<file path="src/rtl/if_fetch_unit_pkg.sv">
// rtl/if_fetch_unit_pkg.sv - shared widths, fetch FSM encoding and constants for the fetch stage
package if_fetch_unit_pkg;

    localparam int ADDRESS_LEN     = 32;
    localparam int INSTRUCTION_LEN = 32;
    localparam int FETCH_STATE_LEN = 2;

    typedef enum logic [FETCH_STATE_LEN-1:0] {
        FETCH_S = 2'd0,
        WAIT_S  = 2'd1,
        STALL_S = 2'd2,
        DRAIN_S = 2'd3
    } fetch_state_t;

    localparam logic [INSTRUCTION_LEN-1:0] NOP_INSTRUCTION = '0;

endpackage

</file>
<file path="src/rtl/fetch_skid_buf.sv">
// rtl/fetch_skid_buf.sv - single-entry {pc, instruction} holding register for a response that arrives while frozen
module fetch_skid_buf
    import if_fetch_unit_pkg::*;
#(
    parameter int ADDR_W = ADDRESS_LEN,
    parameter int INST_W = INSTRUCTION_LEN
) (
    input  logic              clk,
    input  logic              rst,
    input  logic              load,
    input  logic              clear,
    input  logic [ADDR_W-1:0] load_pc,
    input  logic [INST_W-1:0] load_instruction,
    output logic              buf_valid,
    output logic [ADDR_W-1:0] buf_pc,
    output logic [INST_W-1:0] buf_instruction
);

    // Entry register: clear empties it, load captures a new {pc, instruction}
    always_ff @(posedge clk) begin
        if (!rst) begin
            buf_valid       <= 1'b0;
            buf_pc          <= '0;
            buf_instruction <= '0;
        end else if (clear) begin
            buf_valid       <= 1'b0;
            buf_pc          <= '0;
            buf_instruction <= '0;
        end else if (load) begin
            buf_valid       <= 1'b1;
            buf_pc          <= load_pc;
            buf_instruction <= load_instruction;
        end
    end

endmodule

</file>
<file path="src/rtl/if_fetch_unit.sv">
// rtl/if_fetch_unit.sv - instruction fetch stage: PC, memory handshake FSM, skid buffer and IF/ID output registers
module if_fetch_unit
    import if_fetch_unit_pkg::*;
#(
    parameter int                ADDR_W   = ADDRESS_LEN,
    parameter int                INST_W   = INSTRUCTION_LEN,
    parameter logic [ADDR_W-1:0] RESET_PC = '0
) (
    input  logic              clk,
    input  logic              rst,
    input  logic              freeze,
    input  logic              branch_taken,
    input  logic [ADDR_W-1:0] branch_addr,
    output logic              imem_req,
    output logic [ADDR_W-1:0] imem_addr,
    input  logic              imem_gnt,
    input  logic              imem_rvalid,
    input  logic [INST_W-1:0] imem_rdata,
    output logic              if_valid,
    output logic [ADDR_W-1:0] if_pc,
    output logic [INST_W-1:0] if_instruction
);

    fetch_state_t      state_q, state_d;
    logic [ADDR_W-1:0] pc_q, pc_d;
    logic [ADDR_W-1:0] fetch_addr_q, fetch_addr_d;
    logic [ADDR_W-1:0] branch_target;
    logic [ADDR_W-1:0] next_seq_pc;
    logic              req_int;

    logic              out_load;
    logic [ADDR_W-1:0] out_load_pc;
    logic [INST_W-1:0] out_load_instruction;

    logic              skid_load;
    logic              skid_clear;
    logic              skid_valid;
    logic [ADDR_W-1:0] skid_pc;
    logic [INST_W-1:0] skid_instruction;

    // Instructions are word aligned, so the low address bits of a target are meaningless
    assign branch_target = {branch_addr[ADDR_W-1:2], 2'b00};
    // Sequential successor of the granted fetch; wraps naturally at the top of the address space
    assign next_seq_pc   = fetch_addr_q + ADDR_W'(4);

    assign imem_req  = req_int & rst;
    assign imem_addr = pc_q;

    fetch_skid_buf #(
        .ADDR_W (ADDR_W),
        .INST_W (INST_W)
    ) u_skid (
        .clk              (clk),
        .rst              (rst),
        .load             (skid_load),
        .clear            (skid_clear),
        .load_pc          (next_seq_pc),
        .load_instruction (imem_rdata),
        .buf_valid        (skid_valid),
        .buf_pc           (skid_pc),
        .buf_instruction  (skid_instruction)
    );

    // Next-state, PC update and handshake decode; a branch always takes precedence over freeze
    always_comb begin
        state_d              = state_q;
        pc_d                 = pc_q;
        fetch_addr_d         = fetch_addr_q;
        req_int              = 1'b0;
        out_load             = 1'b0;
        out_load_pc          = next_seq_pc;
        out_load_instruction = imem_rdata;
        skid_load            = 1'b0;
        skid_clear           = 1'b0;

        case (state_q)
            FETCH_S: begin
                req_int = 1'b1;
                if (imem_gnt) begin
                    fetch_addr_d = pc_q;
                    state_d      = WAIT_S;
                end
                if (branch_taken) begin
                    pc_d = branch_target;
                    // A granted wrong-path request still owes a response that must be swallowed
                    if (imem_gnt) begin
                        state_d = DRAIN_S;
                    end
                end
            end

            WAIT_S: begin
                if (branch_taken) begin
                    pc_d    = branch_target;
                    state_d = imem_rvalid ? FETCH_S : DRAIN_S;
                end else if (imem_rvalid) begin
                    pc_d = next_seq_pc;
                    if (freeze) begin
                        skid_load = 1'b1;
                        state_d   = STALL_S;
                    end else begin
                        out_load = 1'b1;
                        state_d  = FETCH_S;
                    end
                end
            end

            STALL_S: begin
                if (branch_taken) begin
                    skid_clear = 1'b1;
                    pc_d       = branch_target;
                    state_d    = FETCH_S;
                end else if (!freeze) begin
                    out_load             = skid_valid;
                    out_load_pc          = skid_pc;
                    out_load_instruction = skid_instruction;
                    skid_clear           = 1'b1;
                    state_d              = FETCH_S;
                end
            end

            DRAIN_S: begin
                if (branch_taken) begin
                    pc_d = branch_target;
                end
                if (imem_rvalid) begin
                    state_d = FETCH_S;
                end
            end

            default: begin
                state_d = FETCH_S;
            end
        endcase
    end

    // FSM state, program counter and address of the request in flight
    always_ff @(posedge clk) begin
        if (!rst) begin
            state_q      <= FETCH_S;
            pc_q         <= RESET_PC;
            fetch_addr_q <= '0;
        end else begin
            state_q      <= state_d;
            pc_q         <= pc_d;
            fetch_addr_q <= fetch_addr_d;
        end
    end

    // IF/ID output registers: branch flushes, freeze holds, otherwise present new data or a bubble
    always_ff @(posedge clk) begin
        if (!rst) begin
            if_valid       <= 1'b0;
            if_pc          <= '0;
            if_instruction <= INST_W'(NOP_INSTRUCTION);
        end else if (branch_taken) begin
            if_valid       <= 1'b0;
            if_instruction <= INST_W'(NOP_INSTRUCTION);
        end else if (freeze) begin
            if_valid       <= if_valid;
        end else if (out_load) begin
            if_valid       <= 1'b1;
            if_pc          <= out_load_pc;
            if_instruction <= out_load_instruction;
        end else begin
            if_valid       <= 1'b0;
            if_instruction <= INST_W'(NOP_INSTRUCTION);
        end
    end

endmodule

</file>
<file path="config.mk">
export PLATFORM = sky130hd
export DESIGN_NAME = if_fetch_unit
export DESIGN_NICKNAME = d
export VERILOG_FILES = /design/src/rtl/if_fetch_unit_pkg.sv /design/src/rtl/fetch_skid_buf.sv /design/src/rtl/if_fetch_unit.sv
export SDC_FILE = /design/constraint.sdc
export NUM_CORES = 1
export LEC_CHECK = 0
export ABC_AREA = 1
export CAP_MARGIN = 40
export CORE_MARGIN = 2
export CORE_UTILIZATION = 40
export CTS_BUF_LIST = sky130_fd_sc_hd__clkbuf_8 sky130_fd_sc_hd__clkbuf_16
export DETAILED_ROUTE_END_ITERATION = 6
export DONT_BUFFER_PORTS = 1
export HOLD_SLACK_MARGIN = 0.1
export PLACE_DENSITY_LB_ADDON = 0.15
export SYNTH_ARGS = -nofsm -noshare
export SYNTH_HDL_FRONTEND = slang
export SYNTH_SLANG_ARGS = --single-unit
</file>
<file path="constraint.sdc">
create_clock -name clk -period 1.7 [get_ports clk]
set_clock_uncertainty 0.2 [all_clocks]
set_input_delay 0.085 -clock clk [delete_from_list [all_inputs] [get_ports clk]]
set_output_delay 0.085 -clock clk [all_outputs]
set_load 0.05 [all_outputs]
</file>
==> impl_metrics.json, run 1 <==
{
  "peakVddDrop_mv": 0.630,
  "avgViaCountPerCell": 5.10,
  "grt_max_degree": 100,
  "power.total_mw": 15.0,
  "async_reset_ff_frac": 0,
  "cts-root-buf": "clkbuf_16",
  "drive_gt1_frac": 0.330,
  "hold_class": "in2reg",
  "track_usage": 0.226,
  "whs_ns": -0.392,
  "port_buffers": 0,
  "first_pass_iters": 5,
  "area_delta_synth_final_pct": 46.7,
  "drcViolationCount": 0,
  "cp_max_fo": 8,
  "setup_viol": 135,
  "final_max_slew_viol_count": 0,
  "ys_types": 32,
  "ys_seq_elements": 196,
  "yosys_warnings": 0,
  "placement_rows": 54,
  "die-area_sq_um": 23000,
  "dp_slack_ns": -0.240,
  "gp_congestion": 0.871,
  "tightest_slew_ns": 0.436,
  "syn_inst": 1223,
  "drtIter0Drc": 582,
  "start_kind": "flip-flop",
  "synth_top_area_frac": 0.449,
  "cts_sinks": 196,
  "grt_pass1_vias": 7903,
  "fmax_mhz": 545,
  "dp_hpwl_um": 17300,
  "ys_seq_area_frac": 0.449,
  "synth_area_sq_um": 8740,
  "nFillCells": 1980,
  "fin_crit_ns": 1.84,
  "cp-end-kind": "flip-flop",
  "syn_area_per_cell_sq_um": 7.15,
  "netlist_top_cells_count": "293 x nand2_1, 196 x dfxtp_1, 169 x nor2_1, 147 x o21ai_0, 130 x a21oi_1",
  "hold_violations": 97,
  "synth_area_leader_cell": "dfxtp_1",
  "clk_path_buf_depth": 2,
  "drt-total-wl_um": 28700,
  "grt_pass1_wl_um": 42700,
  "cts_tree": "built",
  "violations": "negative hold slack, negative setup slack",
  "p_leak_nw": 5.67,
  "start_util": 0.404,
  "drtAntennaViolNets": 0,
  "path_class": "reg2reg",
  "layout.nets": 1503,
  "clk_latency_ns": 0.43,
  "synth_fp_nets": 1299,
  "grt-ovfl-total": 0,
  "synthFlopType": "dfxtp_1",
  "die_x_um": 152,
  "critical_path_arrival_ns": 1.96,
  "coreArea_sq_um": 21600,
  "rsz0062_at_grt": "true",
  "clkTransAtPathRegs_ns": 0.08,
  "boundaryPins": 168,
  "power.density_nw_per_um2": 1170,
  "die_h_um": 152,
  "antenna_found_initial": 0,
  "placed_cell_area_sq_um": 10300,
  "synth_area_leaders": "dfxtp_1 45%, nand2_1 13%, o21ai_0 8.4%, a21oi_1 7.4%, nor2_1 7.3%",
  "htreeDepth": 4,
  "max_cap_violations": 0,
  "fin_crit_sh": 1.08,
  "final_area_sq_um": 12800,
  "wl_per_cell_um": 16.7,
  "synth_edf_count": 0,
  "setup-tns-final_ns": -7.35,
  "cp.required_ns": 1.82,
  "status": "finished, violations left",
  "cts_made_buffers": 17,
  "vias": 8767,
  "yosysMostFrequentCell": "nand2_1",
  "slew_headroom": 0.706,
  "num_antenna_cells": 0,
  "fin_ws_ns": -0.136
}
## through the flow
stage,cells,utilization
after floorplan,1223,-
after global placement,1604,0.474
after detailed placement,1604,0.474
after CTS,1694,0.549
after global routing,1720,0.593
final,1720,0.593
## path summary, 6_finish.rpt
check                                                      from  cells after the start  slack (ns)                              end
worst max-delay path                                  flip-flop                     10       -0.14   u_skid.buf_pc[31]$_SDFFE_PP0P_
worst min-delay path                                        rst                      2       -0.39            if_pc[4]$_SDFFE_PN0P_
worst max register to register                        flip-flop                     10       -0.14   u_skid.buf_pc[31]$_SDFFE_PP0P_
worst min register to register  if_instruction[31]$_SDFFE_PP0N_                      2        0.26  if_instruction[31]$_SDFFE_PP0N_
## sequential cells by signal, indices dropped and copies added (netlist names), named ones only
name                    flops
fetch_addr_q               32
u_skid.buf_instruction     32
u_skid.buf_valid            1
imem_addr                  32
if_pc                      32
if_valid                    1
state_q                     1
if_instruction             32
u_skid.buf_pc              32
## layout by cell type, fill, tap and decap left out, drive strengths merged
cell type | Yosys | layout
bufinv | 0 | 2
nand3b | 4 | 4
a211oi | 1 | 1
clkinv | 0 | 5
clkbuf | 38 | 28
nor2 | 184 | 184
clkinvlp | 0 | 3
nand2 | 300 | 300
o221ai | 1 | 1
a21oi | 131 | 131
and2 | 2 | 2
o221a | 22 | 22
dfxtp | 196 | 196
inv | 100 | 104
o22ai | 2 | 2
ha | 6 | 6
xor2 | 11 | 11
bufbuf | 0 | 1
xnor2 | 4 | 4
buf | 36 | 208
nand3 | 18 | 18
dlygate4sd3 | 0 | 40
a31oi | 4 | 4
o21ai | 163 | 163
## area by class of cell
type	count	area (sq um)	share of cell area
multi-input combinational	853	4740	0.370
clock inverter	14	166	0.0130
inverter	100	412	0.0321
timing repair buffer	259	2760	0.215
clock buffer	18	439	0.0343
tap	280	350	0.0273
sequential	196	3950	0.308
## metal layers
metal | vias to the layer above | wire (um) | GRT usage
met1 | 4113 | 13800 | 0.329
li1 | 4372 | - | -
met5 | - | 0 | 0
met3 | 45 | 1260 | 0.0376
met4 | 0 | 624 | 0.0668
met2 | 237 | 13000 | 0.347
## critical path, stage by stage (launching register included)
cell,delay (ns)
dfxtp_4,0.37
inv_4,0.07
ha_4,0.14
nand2_4,0.05
buf_6,0.12
nor2_4,0.18
buf_6,0.16
inv_8,0.07
buf_12,0.14
o21ai_2,0.15
inv_1,0.07
## what timing repair did
item,4_1_cts,5_1_grt
pin swaps,12,54
hold endpoints to repair,191,99
resized for setup,98,205
setup buffers,11,15
hold buffers,39,2
endpoints found under the setup margin,158,161
cloned,8,13
## report_power, final
| group | switching [mW] | internal [mW] |
|---|---|---|
| clock network | 1.93 | 2.25 |
| registers | 0.407 | 5.09 |
| logic | 3.20 | 2.10 |
| total | 5.53 | 9.45 |
## logic make-up (layout without fill, tap and decap cells)
logic type | after synthesis | count (layout) | synth area share
simple gates | 508 | 508 | 0.236
flops | 196 | 196 | 0.449
compound gates | 324 | 324 | 0.204
buf+inv | 174 | 391 | 0.0828
xor+xnor | 15 | 15 | 0.0193
fa+ha+maj | 6 | 6 | 0.00859
Power figures use the tool's default switching activity.
==> run 2, diff against run 1 <==
PLACE_DENSITY_LB_ADDON = 0.25   (was 0.15)
==> impl_metrics.json, run 2 (synthesized netlist as in run 1, its figures left out) <==
{
  "status": "finished, violations left",
  "violations": "negative hold slack, negative setup slack",
  "fin_crit_sh": 1.09,
  "r2r_slack_ns": -0.14,
  "p_clk_frac": 0.268,
  "drcViolationCount": 0,
  "placement_rows": 54,
  "peakVddDrop_mv": 0.893,
  "cts_sinks": 196,
  "cp_cell_sequence": "inv_2 -> dlygate4sd3_1 -> nand2_2 -> nor2_4 -> buf_12 -> buf_6 -> o21ai_0 -> a21oi_1",
  "htreeDepth": 4,
  "gr-usage-met1": 0.318,
  "setup-tns-final_ns": -7.73,
  "vias": 8834,
  "grt_max_degree": 100,
  "final_max_slew_viol_count": 0,
  "r2r_start": "state_q[0]$_SDFFE_PN0P_",
  "postLayoutCoreUtil": 0.586,
  "dp_slack_ns": -0.254,
  "layout_commonest_cell": "nand2_1",
  "mostFrequentLayoutCells": "259 x nand2_1, 183 x dfxtp_1, 151 x buf_4, 120 x nor2_1, 110 x a21oi_1",
  "hold_class": "in2reg",
  "start_kind": "input port",
  "power_frac_comb": 0.364,
  "num_antenna_cells": 0,
  "fin_cells": 1711,
  "avgViaCountPerCell": 5.16,
  "power.density_nw_per_um2": 1180,
  "die_h_um": 152,
  "grt_pass1_vias": 7791,
  "boundaryPins": 168,
  "tightest_slew_ns": 0.488,
  "grt_pass1_wl_um": 42000,
  "dp_hpwl_um": 17100,
  "die_x_um": 152,
  "drtAntennaViolNets": 0,
  "wl_per_cell_um": 17.1,
  "cts_made_buffers": 17,
  "port_buffers": 0,
  "internal_power_mw": 9.32,
  "switching_power_mw": 5.63,
  "path_class": "in2reg",
  "cts_tree": "built",
  "hold_violations": 96,
  "switching_share": 0.377,
  "busiest_layer": "met2",
  "drt-total-wl_um": 29200,
  "drtIter0Drc": 697,
  "start_util": 0.404,
  "met3_usage": 0.0425,
  "critical_path.slowest_cell": "dlygate4sd3_1",
  "dp_cells": 1595,
  "cts-root-buf": "clkbuf_16",
  "gp_congestion": 0.912,
  "slew_headroom": 0.674,
  "track_usage": 0.224,
  "clk_path_buf_depth": 2,
  "max_stage_delay_ns": 0.85,
  "rsz0062_at_grt": "true",
  "first_pass_iters": 5,
  "max_cap_violations": 0,
  "layout.nets": 1494,
  "critical_path_arrival_ns": 2.02,
  "coreArea_sq_um": 21600,
  "fin_crit_ns": 1.86,
  "area_delta_synth_final_pct": 45.0,
  "fmax_mhz": 538,
  "grt_util_met2": 0.343,
  "clkTransAtPathRegs_ns": 0.07,
  "whs_ns": -0.380,
  "rr_endpoint": "u_skid.buf_pc[0]$_SDFFE_PP0P_",
  "cp_max_fo": 18,
  "reg2reg_depth": 9,
  "startpoint": "branch_taken",
  "p_leak_nw": 5.56,
  "fin_ws_ns": -0.157,
  "antenna_found_initial": 0,
  "cp-end-kind": "flip-flop",
  "clk_latency_ns": 0.44,
  "seq_power_share": 0.369,
  "drive_gt1_frac": 0.311,
  "setup_viol": 121,
  "cp-endpoint": "u_skid.buf_pc[0]$_SDFFE_PP0P_",
  "grt-ovfl-total": 0,
  "cp.required_ns": 1.86,
  "die-area_sq_um": 23000
}
## run 2: changes by cell type in the layout (fill, tap and decap cells not counted), sizes merged
| cell | change |
|---|---|
| clkbuf | -3 |
| bufinv | -1 |
| bufbuf | -1 |
| clkinvlp | +3 |
| buf | -17 |
| dlygate4sd3 | +11 |
| clkinv | -1 |
## run 2: stage by stage
step	instance area [sq um]	power [mW]
2_1_floorplan	8770	8.05
3_3_place_gp	10100	9.52
3_5_place_dp	10100	9.56
4_1_cts	11600	14.1
5_1_grt	12700	15.6
6_report	12700	15.0
## run 2: repair_timing
action / CTS / global route
pin swaps: 23 / 37
hold endpoints to repair: 196 / 96
gates cloned: 4 / 12
endpoints found under the setup margin: 162 / 162
resized for setup: 112 / 185
hold buffers: 41 / 11
setup buffers: 6 / 11
## run 2: worst min path at each step
stage | start | endpoint | slack [ns] | cells after the start
after floorplan | imem_rdata[0] | u_skid.buf_instruction[0]$_SDFFE_PP0P_ | 0.02 | 2
after global placement | imem_rdata[1] | u_skid.buf_instruction[1]$_SDFFE_PP0P_ | 0.02 | 2
after detailed placement | imem_rdata[15] | u_skid.buf_instruction[15]$_SDFFE_PP0P_ | 0.03 | 2
after CTS | rst | state_q[0]$_SDFFE_PN0P_ | -0.42 | 2
after global routing | rst | fetch_addr_q[0]$_SDFFE_PN0P_ | -0.40 | 2
final | rst | fetch_addr_q[1]$_SDFFE_PN0P_ | -0.38 | 2
## run 2: area by class of cell
class | instances | area, sq um
Fill cell | 1932 | 8950
Timing Repair Buffer | 250 | 2520
Multi-Input combinational cell | 853 | 4860
Inverter | 100 | 410
Clock inverter | 15 | 148
Sequential cell | 196 | 3950
Clock buffer | 17 | 425
Tap cell | 280 | 350
## run 2: worst max-delay path: cells and delay by family
| kind | cells | cell delay [ns] |
|---|---|---|
| AO/OA/AOI/OAI | 2 | 0.29 |
| AND/OR/NAND/NOR | 2 | 0.40 |
| buffers and inverters | 4 | 1.22 |
## run 2: power groups by stage
stage          Sequential (mW)  Combinational [mW]  Clock (mW)
2_1_floorplan             5.93                2.12           0
3_3_place_gp              5.51                4.01           0
3_5_place_dp              5.52                4.04           0
4_1_cts                   5.46                4.62        4.05
5_1_grt                   5.56                5.81        4.22
6_report                  5.51                5.44        4.00
## run 2: layer usage
layer,routed length (um),part of all wire
met1,12900,0.44
met2,13700,0.47
met3,1960,0.067
met4,660,0.023
met5,0,0
==> run 3, diff against run 2 <==
--- a/config.mk
+++ b/config.mk
@@ -16,2 +16,3 @@
 export PLACE_DENSITY_LB_ADDON = 0.25
+export SETUP_SLACK_MARGIN = 0.5
 export SYNTH_ARGS = -nofsm -noshare
==> constraint.sdc (replaced) <==
create_clock -name clk -period 2.2 [get_ports clk]
set_clock_uncertainty 0.2 [all_clocks]
set_input_delay 0.22 -clock clk [delete_from_list [all_inputs] [get_ports clk]]
set_output_delay 0.22 -clock clk [all_outputs]
set_load 0.05 [all_outputs]
==> impl_metrics.json, run 3 (synthesized netlist as in run 1, its figures left out) <==
{
  "status": "finished, violations left",
  "violations": "negative hold slack",
  "p_leak_nw": 5.22,
  "cts-root-buf": "clkbuf_16",
  "layout.nets": 1424,
  "setup-tns-final_ns": 0,
  "crit_family": "buffers and inverters",
  "cts_sinks": 196,
  "clk_path_buf_depth": 2,
  "grt_max_degree": 100,
  "coreArea_sq_um": 21600,
  "critical_path_arrival_ns": 2.00,
  "drtAntennaViolNets": 0,
  "start_util": 0.404,
  "track_usage": 0.229,
  "cp.required_ns": 2.32,
  "hold_path_depth": 2,
  "drtIter0Drc": 695,
  "drive_gt1_frac": 0.301,
  "hold_class": "in2reg",
  "start_kind": "flip-flop",
  "gp_congestion": 0.888,
  "clk_latency_ns": 0.45,
  "cp_max_fo": 15,
  "cp.depth": 9,
  "boundaryPins": 168,
  "wl_per_cell_um": 18.4,
  "nFillCells": 1902,
  "htreeDepth": 4,
  "grt-ovfl-total": 0,
  "rsz0062_at_grt": "true",
  "layout_commonest_cell": "nand2_1",
  "critical_path.slowest_cell": "dfxtp_4",
  "peakVddDrop_mv": 0.499,
  "die-area_sq_um": 23000,
  "path_class": "reg2reg",
  "drt-total-wl_um": 30200,
  "avgViaCountPerCell": 5.31,
  "die_x_um": 152,
  "antenna_found_initial": 0,
  "dr.max_layer_used": "met4",
  "dp_hpwl_um": 16100,
  "vias": 8706,
  "area_delta_synth_final_pct": 42.2,
  "die_h_um": 152,
  "critPathMostFrequentCell": "a21oi_1",
  "multi_input_area_sq_um": 4840,
  "regArea_sq_um": 3980,
  "placement_rows": 54,
  "final_max_slew_viol_count": 0,
  "cp_cell_sequence": "buf_6 -> ha_4 -> nand2_4 -> o21ai_2 -> nand3_2 -> buf_4 -> buf_12 -> a21oi_1 -> a21oi_1",
  "dr_wl_met2_um": 14000,
  "grt_pass1_vias": 7679,
  "cts_tree": "built",
  "fin_crit_sh": 0.854,
  "num_antenna_cells": 0,
  "slew_headroom": 0.601,
  "met1_length_um": 13200,
  "cp-end-kind": "flip-flop",
  "reg2reg_depth": 9,
  "drcViolationCount": 0,
  "port_buffers": 0,
  "fin_crit_ns": 1.88,
  "max_cap_violations": 0,
  "postLayoutCoreUtil": 0.575,
  "worst-path-buf-inv": 3,
  "tightest_slew_ns": 0.598,
  "max_stage_delay_ns": 0.38,
  "setup_viol": 0,
  "hold_violations": 91,
  "power.density_nw_per_um2": 925,
  "cts_made_buffers": 17,
  "grt_pass1_wl_um": 42300,
  "fmax_mhz": 532,
  "dr_wl_met3_um": 1920,
  "clkTransAtPathRegs_ns": 0.07,
  "whs_ns": -0.295,
  "first_pass_iters": 5,
  "mostFrequentLayoutCells": "267 x nand2_1, 172 x dfxtp_1, 124 x nor2_1, 107 x a21oi_1, 88 x inv_1"
}
==> run 3: cell types whose count changed in the layout (fill, tap and decap cells not counted), sizes merged <==
| cell | previous run | this run |
|---|---|---|
| bufbuf | 0 | 3 |
| buf | 191 | 113 |
| bufinv | 1 | 0 |
| dlygate4sd3 | 51 | 46 |
| clkbuf | 25 | 31 |
| clkinv | 4 | 5 |
| clkinvlp | 6 | 10 |
==> run 3: worst register-to-register path, cell delays in order (launching register included) <==
cell and delay, ns:
dfxtp_4 0.38, buf_6 0.11, ha_4 0.15, nand2_4 0.09, o21ai_2 0.08, nand3_2 0.14, buf_4 0.21, buf_12 0.16
a21oi_1 0.15, a21oi_1 0.10
==> run 3: timing repair <==
| action | in CTS | in global routing |
|---|---|---|
| cloned | 9 | 25 |
| hold buffers | 43 | 5 |
| endpoints found under the hold margin | 173 | 104 |
| gates resized for setup | 107 | 239 |
| pin swaps | 8 | 48 |
| endpoints found under the setup margin | 172 | 161 |
| buffers inserted | 22 | 13 |
==> run 3: final cells by class <==
class,instances,area share
Timing Repair inverter,4,0.00373
Clock inverter,15,0.0118
Multi-Input combinational cell,853,0.390
Clock buffer,17,0.0342
Tap cell,280,0.0282
Timing Repair Buffer,176,0.177
Inverter,100,0.0351
Sequential cell,196,0.320
==> run 3: final timing paths <==
path	start	endpoint	slack, ns
hold reg to reg	fetch_addr_q[31]$_SDFFE_PN0P_	fetch_addr_q[31]$_SDFFE_PN0P_	0.27
hold / removal	rst	if_pc[0]$_SDFFE_PN0P_	-0.29
setup reg to reg	state_q[0]$_SDFFE_PN0P_	if_pc[28]$_SDFFE_PN0P_	0.32
setup / recovery	state_q[0]$_SDFFE_PN0P_	if_pc[28]$_SDFFE_PN0P_	0.32
==> run 3: routing by layer <==
| metal | global-route usage | vias to the layer above |
|---|---|---|
| met2 | 0.360 | 316 |
| met5 | 0 | - |
| met4 | 0.0899 | 0 |
| met3 | 0.0513 | 68 |
| met1 | 0.307 | 4104 |
| li1 | - | 4218 |
==> run 3: per-stage QoR <==
stage               cells  worst slack, ns  hold slack [ns]  cell area [sq um]  total power [mW]
CTS                  1598            0.400           -0.312              11100              10.8
global placement     1492            0.239            0.160               9350              6.97
floorplan            1223            0.496            0.155               8770              6.22
finish               1641            0.322           -0.295              12400              11.5
global route         1641            0.229           -0.297              12400              12.0
detailed placement   1492            0.197            0.163               9350              7.00
==> run 3: power by group <==
| group | switching (mW) | leakage [nW] | internal, mW | total, mW |
|---|---|---|---|---|
| Clock | 1.56 | 0.265 | 1.50 | 3.06 |
| Combinational | 2.37 | 3.35 | 1.57 | 3.94 |
| Sequential | 0.538 | 1.61 | 3.95 | 4.49 |
| Total | 4.47 | 5.22 | 7.03 | 11.5 |
